--- config.mk ---
export PLATFORM = sky130hd
export DESIGN_NAME = apb_timer_scratch_slave_flat
export DESIGN_NICKNAME = d
export VERILOG_FILES = /design/src/rtl/apb_timer_scratch_slave_if.sv /design/src/rtl/apb_timer_scratch_slave.sv /design/src/flat_wrapper.sv
export SDC_FILE = /design/constraint.sdc
export NUM_CORES = 1
export LEC_CHECK = 0
export BUFFER_PORTS_ARGS = -buffer_cell sky130_fd_sc_hd__buf_4
export CAP_MARGIN = 20
export CORE_ASPECT_RATIO = 1.5
export CORE_MARGIN = 5
export CORE_UTILIZATION = 35
export DETAILED_ROUTE_END_ITERATION = 10
export PLACE_DENSITY_LB_ADDON = 0.08
export SYNTH_ARGS = -nofsm -noshare
export SYNTH_HDL_FRONTEND = slang
export SYNTH_SLANG_ARGS = --single-unit
--- constraint.sdc ---
create_clock -name hclk -period 6.1 [get_ports hclk]
set_clock_uncertainty 0.05 [all_clocks]
set_input_delay 0.61 -clock hclk [delete_from_list [all_inputs] [get_ports hclk]]
set_output_delay 0.61 -clock hclk [all_outputs]
set_load 0.01 [all_outputs]
--- src/rtl/apb_timer_scratch_slave_if.sv ---
// APB bus bundle between the AHB-to-APB bridge and its timer/scratch slaves.
interface apb_timer_scratch_slave_if;
   logic [2:0]  pselx;
   logic        penable;
   logic        pwrite;
   logic [31:0] paddr;
   logic [31:0] pwdata;
   logic [31:0] prdata;

   modport master (output pselx, penable, pwrite, paddr, pwdata, input prdata);
   modport slave  (input pselx, penable, pwrite, paddr, pwdata, output prdata);
endinterface

--- src/rtl/apb_timer_scratch_slave.sv ---
// APB slave with a 32-bit down-counting timer, eight scratch registers and
// a phase-tracking FSM that records protocol violations in STATUS.proterr.
module apb_timer_scratch_slave #(
   parameter int unsigned SLV_ID   = 0,
   parameter logic [31:0] RST_LOAD = 32'h0000_0000
) (
   input  logic                            hclk,
   input  logic                            hresetn,
   apb_timer_scratch_slave_if.slave        apb,
   output logic                            irq,
   output logic                            perr
);
   localparam logic [1:0] SEL_IDX = SLV_ID[1:0];

   typedef enum logic [1:0] {IDLE, SETUP, ACCESS} state_t;
   state_t state, state_nxt;

   logic        sel;
   logic        match;
   logic [31:0] lat_addr;
   logic        lat_write;
   logic        do_latch, do_commit, do_perr;

   logic [2:0]  ctrl;
   logic [31:0] load, count;
   logic        timeout, proterr;
   logic [31:0] scr [8];
   logic [31:0] prdata_q;

   logic [5:0]  idx;
   logic [5:0]  scr_off;
   logic [2:0]  scr_idx;
   logic        is_scr;
   logic [31:0] rd_data;
   logic        wr_ctrl, wr_load, wr_status, wr_scr;
   logic        expire;
   logic        unused_bits;

   assign sel     = apb.pselx[SEL_IDX];
   assign match   = (apb.paddr == lat_addr) && (apb.pwrite == lat_write);
   assign idx     = apb.paddr[7:2];
   assign scr_off = idx - 6'd4;
   assign scr_idx = scr_off[2:0];
   assign is_scr  = (idx >= 6'd4) && (idx <= 6'd11);
   assign unused_bits = ^{apb.pselx, scr_off[5:3]};

   always_ff @(posedge hclk) begin
      if (!hresetn) state <= IDLE;
      else          state <= state_nxt;
   end

   always_comb begin
      state_nxt = state;
      unique case (state)
         IDLE:    if (sel && !apb.penable) state_nxt = SETUP;
         SETUP: begin
            if (!sel)             state_nxt = IDLE;
            else if (apb.penable) state_nxt = match ? ACCESS : IDLE;
         end
         ACCESS: begin
            if (sel && !apb.penable) state_nxt = SETUP;
            else                     state_nxt = IDLE;
         end
         default: state_nxt = IDLE;
      endcase
   end

   always_comb begin
      do_latch  = 1'b0;
      do_commit = 1'b0;
      do_perr   = 1'b0;
      unique case (state)
         IDLE: begin
            do_latch = sel && !apb.penable;
            do_perr  = sel && apb.penable;
         end
         SETUP: begin
            if (!sel) begin
               do_perr = 1'b1;
            end else if (!apb.penable) begin
               do_latch = 1'b1;
               do_perr  = 1'b1;
            end else if (match) begin
               do_commit = lat_write;
            end else begin
               do_perr = 1'b1;
            end
         end
         ACCESS: begin
            do_latch = sel && !apb.penable;
            do_perr  = sel && apb.penable;
         end
         default: ;
      endcase
   end

   always_comb begin
      rd_data = '0;
      case (idx)
         6'd0:    rd_data = {29'b0, ctrl};
         6'd1:    rd_data = load;
         6'd2:    rd_data = count;
         6'd3:    rd_data = {30'b0, proterr, timeout};
         default: if (is_scr) rd_data = scr[scr_idx];
      endcase
   end

   assign wr_ctrl   = do_commit && (idx == 6'd0);
   assign wr_load   = do_commit && (idx == 6'd1);
   assign wr_status = do_commit && (idx == 6'd3);
   assign wr_scr    = do_commit && is_scr;
   assign expire    = ctrl[0] && (count == '0);

   // Read data is captured at setup, so COUNT is a snapshot of that edge.
   always_ff @(posedge hclk) begin
      if (!hresetn) begin
         lat_addr  <= '0;
         lat_write <= 1'b0;
         prdata_q  <= '0;
      end else if (do_latch) begin
         lat_addr  <= apb.paddr;
         lat_write <= apb.pwrite;
         prdata_q  <= apb.pwrite ? '0 : rd_data;
      end else if (state_nxt == IDLE) begin
         prdata_q  <= '0;
      end
   end

   always_ff @(posedge hclk) begin
      if (!hresetn) begin
         ctrl    <= '0;
         load    <= RST_LOAD;
         count   <= RST_LOAD;
         timeout <= 1'b0;
         proterr <= 1'b0;
         irq     <= 1'b0;
         perr    <= 1'b0;
      end else begin
         if (wr_load) begin
            load  <= apb.pwdata;
            count <= apb.pwdata;
         end else if (ctrl[0]) begin
            if (count != '0) count <= count - 32'd1;
            else if (ctrl[2]) count <= load;
         end
         if (wr_ctrl)                  ctrl    <= apb.pwdata[2:0];
         else if (expire && !ctrl[2])  ctrl[0] <= 1'b0;
         // Hardware sets win over a same-cycle write-1-to-clear.
         timeout <= expire  | (timeout & ~(wr_status & apb.pwdata[0]));
         proterr <= do_perr | (proterr & ~(wr_status & apb.pwdata[1]));
         irq     <= timeout & ctrl[1];
         perr    <= proterr;
      end
   end

   always_ff @(posedge hclk) begin
      if (!hresetn) begin
         for (int i = 0; i < 8; i++) scr[i] <= '0;
      end else if (wr_scr) begin
         scr[scr_idx] <= apb.pwdata;
      end
   end

   assign apb.prdata = prdata_q;
endmodule

--- src/flat_wrapper.sv ---
// flat-port wrapper written by rule: the top's interface ports become plain ports
module apb_timer_scratch_slave_flat 
#(
   parameter int unsigned SLV_ID   = 0,
   parameter logic [31:0] RST_LOAD = 32'h0000_0000
)
  (hclk, hresetn, irq, perr, apb_pselx, apb_penable, apb_pwrite, apb_paddr, apb_pwdata, apb_prdata);
  apb_timer_scratch_slave_if apb_i ();
  input  logic hclk;
  input  logic hresetn;
  output logic irq;
  output logic perr;
  input wire logic [$bits(apb_i.pselx)-1:0] apb_pselx;
  input wire logic [$bits(apb_i.penable)-1:0] apb_penable;
  input wire logic [$bits(apb_i.pwrite)-1:0] apb_pwrite;
  input wire logic [$bits(apb_i.paddr)-1:0] apb_paddr;
  input wire logic [$bits(apb_i.pwdata)-1:0] apb_pwdata;
  output wire logic [$bits(apb_i.prdata)-1:0] apb_prdata;
  assign apb_i.pselx = apb_pselx;
  assign apb_i.penable = apb_penable;
  assign apb_i.pwrite = apb_pwrite;
  assign apb_i.paddr = apb_paddr;
  assign apb_i.pwdata = apb_pwdata;
  assign apb_prdata = apb_i.prdata;
  apb_timer_scratch_slave #(.SLV_ID(SLV_ID), .RST_LOAD(RST_LOAD)) u_core (.hclk(hclk), .hresetn(hresetn), .apb(apb_i), .irq(irq), .perr(perr));
endmodule
==> summary.md <==
| Metric | Value |
|---|---|
| DRC viols | `0` |
| Die width | `195 µm` |
| Worst min path class | `input port to register` |
| Cts repair resizes | `0` |
| Number of setup buffers added after CTS | `0` |
| CP cell instances | `buf_6 -> xor2_1 -> nor4_1 -> nand4_1 -> nor4_2 -> buf_4 -> nor2b_1 -> nand2_1 -> o41ai_4 -> buf_4` |
| Vias | `14,264` |
| Outcome | `completed` |
| Gr ovfl total | `0` |
| Clock-pin transition on the worst setup and hold timing paths | `70 ps` |
| Final wirelength | `61,400 µm` |
| Post-cts hold buffer count | `0` |
| Initial Util | `35.4%` |
| Worst Path Arrival | `4120 ps` |
| Clk root buf | `clkbuf_16` |
| CTS Buf Count | `42` |
| Setup_tns | `0 ps` |
| Area Overhead vs Synth | `16.5%` |
| Antenna violations before repair | `0` |
| Critical Path Source Type | `input port` |
| Placed wire-length estimate | `39,200 µm` |
| Final Cycle Share | `65.5%` |
| Max-cap violation count | `0` |
| Most frequent cells in the layout | `nor2_1, edfxtp_1, nand2_1` |
| Peak VDD IR | `0.000206 V` |
| Post-Syn Nets | `1,873` |
| CP dominant cell by count | `buf_4` |
| EDFF count, synth | `256` |
| Routed length per instance | `24.1 µm` |
| Unrepaired setup endpoints after global routing | `false` |
| Share of cells above drive strength 1 | `13.2%` |
| Fill count | `4,991` |
| Post-synth cell types | `57` |
| CP required | `6230 ps` |
| # IOs | `105` |
| Clk_lat worst skew | `550 ps` |
| Crit Path Max Fanout | `76` |
| CTS H-Tree Depth | `2` |
| Seq/Total Area, Yosys | `58.2%` |
| DIE AREA | `56,000 µm²` |
| Number of synthesized register bits | `394` |
| Nets | `1,920` |
| Leakage | `0.00710 µW` |
| Core area | `50,700 µm²` |
| Die H | `287 µm` |
| Post-route ant nets | `0` |
| Vias/cell | `5.60` |
| First-pass GRT wire length | `91,200 µm` |
| P per Cell Area | `285 nW/µm²` |
| Critical Path End Type | `register` |
| Slowest CP cell | `nand2_1` |
| Pin count of the biggest net entering global routing | `77` |
| CTS tree | `done` |
| Cell Area, Synth | `18,000 µm²` |
| Synth Warn # | `0` |
| Actual slew at the worst max-slew pin | `1180 ps` |
| Max clock buf depth | `3` |
| First drt pass iteration count | `5` |
| Min Clock Period, post-route | `4000 ps` |
| Row Count | `101` |
| Max stage delay on crit path | `560 ps` |
| Final slew viol count | `0` |
| GRT Overall Usage | `21.3%` |
| WS Path Type | `input port to register` |
| Worst slew margin | `21.0%` |
| Vias in the first global route | `14,268` |
| N_diodes | `0` |
| Most common cell after layout, fill and taps aside | `nor2_1` |
| PortBufs | `102` |
| Mapped Cells | `1,800` |
| Final Hold Viols | `0` |
| DR iter-0 viols | `1,131` |
| WHS | `265 ps` |
| Placed cell area | `19,500 µm²` |
| Final setup viols | `0` |
| Routability cong. | `0.838` |
| Overall Power | `5960 µW` |
| Design Area, Final | `20,900 µm²` |
| Most used DFF post-synth | `edfxtp_1` |
| Fmax | `0.250 GHz` |
| Syn_area_per_cell | `9.98 µm²` |
| Ys async rst share | `0%` |
| Sink Count | `394` |
==> critical path, delay by kind of cell <==
family / cells / cell delay [ps]
AO/OA/AOI/OAI: 1 / 400
buffers and inverters: 3 / 1210
AND/OR/NAND/NOR: 5 / 1670
XOR/XNOR: 1 / 180
==> cell type report <==
class	instances	area, µm²	area share [%]
Clock buffer	57	1150	5.49
Multi-Input combinational cell	1253	7080	33.9
Tap cell	669	837	4.00
Sequential cell	394	10500	49.9
Inverter	7	28.8	0.138
Timing Repair Buffer	149	1120	5.36
Clock inverter	20	254	1.21
==> worst paths after layout <==
path,depth (start not counted),to,slack (ps),start
min,3,u_core.lat_addr[17]$_SDFFE_PN0P_,260,apb_paddr[17]
max,10,u_core.scr[4][22]$_SDFFCE_PN0P_,2100,apb_paddr[2]
max reg2reg,10,u_core.scr[4][22]$_SDFFCE_PN0P_,2120,u_core.lat_write$_SDFFE_PN0P_
min reg2reg,2,u_core.lat_addr[17]$_SDFFE_PN0P_,420,u_core.lat_addr[17]$_SDFFE_PN0P_
==> kinds of logic (layout without fill, tap and decap cells) <==
kind of cell,count (synthesis),count (layout),share of synthesized area (%)
AO/OA/AOI/OAI,393,393,14.2
adder cells (fa/ha/maj),2,2,0.139
multiplexers,72,72,4.29
XOR/XNOR,35,35,1.71
AND/OR/NAND/NOR,751,751,18.2
flip-flops,394,394,58.2
buffers and inverters,153,233,3.29
==> cell usage after synthesis (4+ instances only) <==
master	n	area [µm²]
a21oi_1	157	786
a221oi_1	31	272
a222oi_1	29	290
a22oi_1	11	82.6
a2bb2oi_1	7	61.3
a311o_1	4	40.0
and2_1	5	31.3
buf_1	7	26.3
buf_2	4	20.0
clkbuf_1	133	499
dfxtp_1	138	2760
edfxtp_1	256	7690
inv_1	7	26.3
mux2i_1	68	681
mux4_2	4	90.1
nand2_1	205	769
nand2b_1	6	37.5
nand3_1	47	235
nand3b_1	5	37.5
nand4_1	10	62.6
nor2_1	363	1360
nor2b_1	16	100
nor3_1	27	135
nor4_1	31	194
nor4_2	4	50.1
o21ai_0	66	330
o221ai_1	31	272
o22ai_1	38	238
o31ai_1	4	30.0
or2_2	5	31.3
or3_1	7	43.8
or4_1	4	30.0
xnor2_1	4	35.0
xor2_1	31	272
==> state kept, by name, indices dropped and copies added, names as in the netlist, 2 cells and up <==
name,flops
u_core.lat_addr,32
u_core.count,32
u_core.ctrl,3
u_core.apb.prdata,32
u_core.state,2
u_core.scr,256
u_core.load,32
==> metal layers <==
metal	global-route usage [%]	wire length, µm	vias to the layer above
met5	0	0	-
met4	6.58	1750	0
met3	2.80	3080	92
met2	39.2	32100	432
met1	25.8	24500	7047
li1	-	-	6693
==> through the flow <==
| stage | setup WS (ps) | cells | util [%] |
|---|---|---|---|
| floorplan | 722 | 1800 | - |
| global placement | 1470 | 2472 | 38.5 |
| detailed placement | 1440 | 2472 | 38.5 |
| CTS | 2000 | 2549 | 41.3 |
| global route | 1890 | 2549 | 41.3 |
| finish | 2100 | 2549 | 41.3 |
==> where the power goes <==
| part | total, µW | switching, µW | internal (µW) |
|---|---|---|---|
| Clock | 2650 | 1070 | 1580 |
| Sequential | 2930 | 24.2 | 2900 |
| Combinational | 383 | 265 | 118 |
| Total | 5960 | 1360 | 4600 |
(Power assumes the default switching activity.)
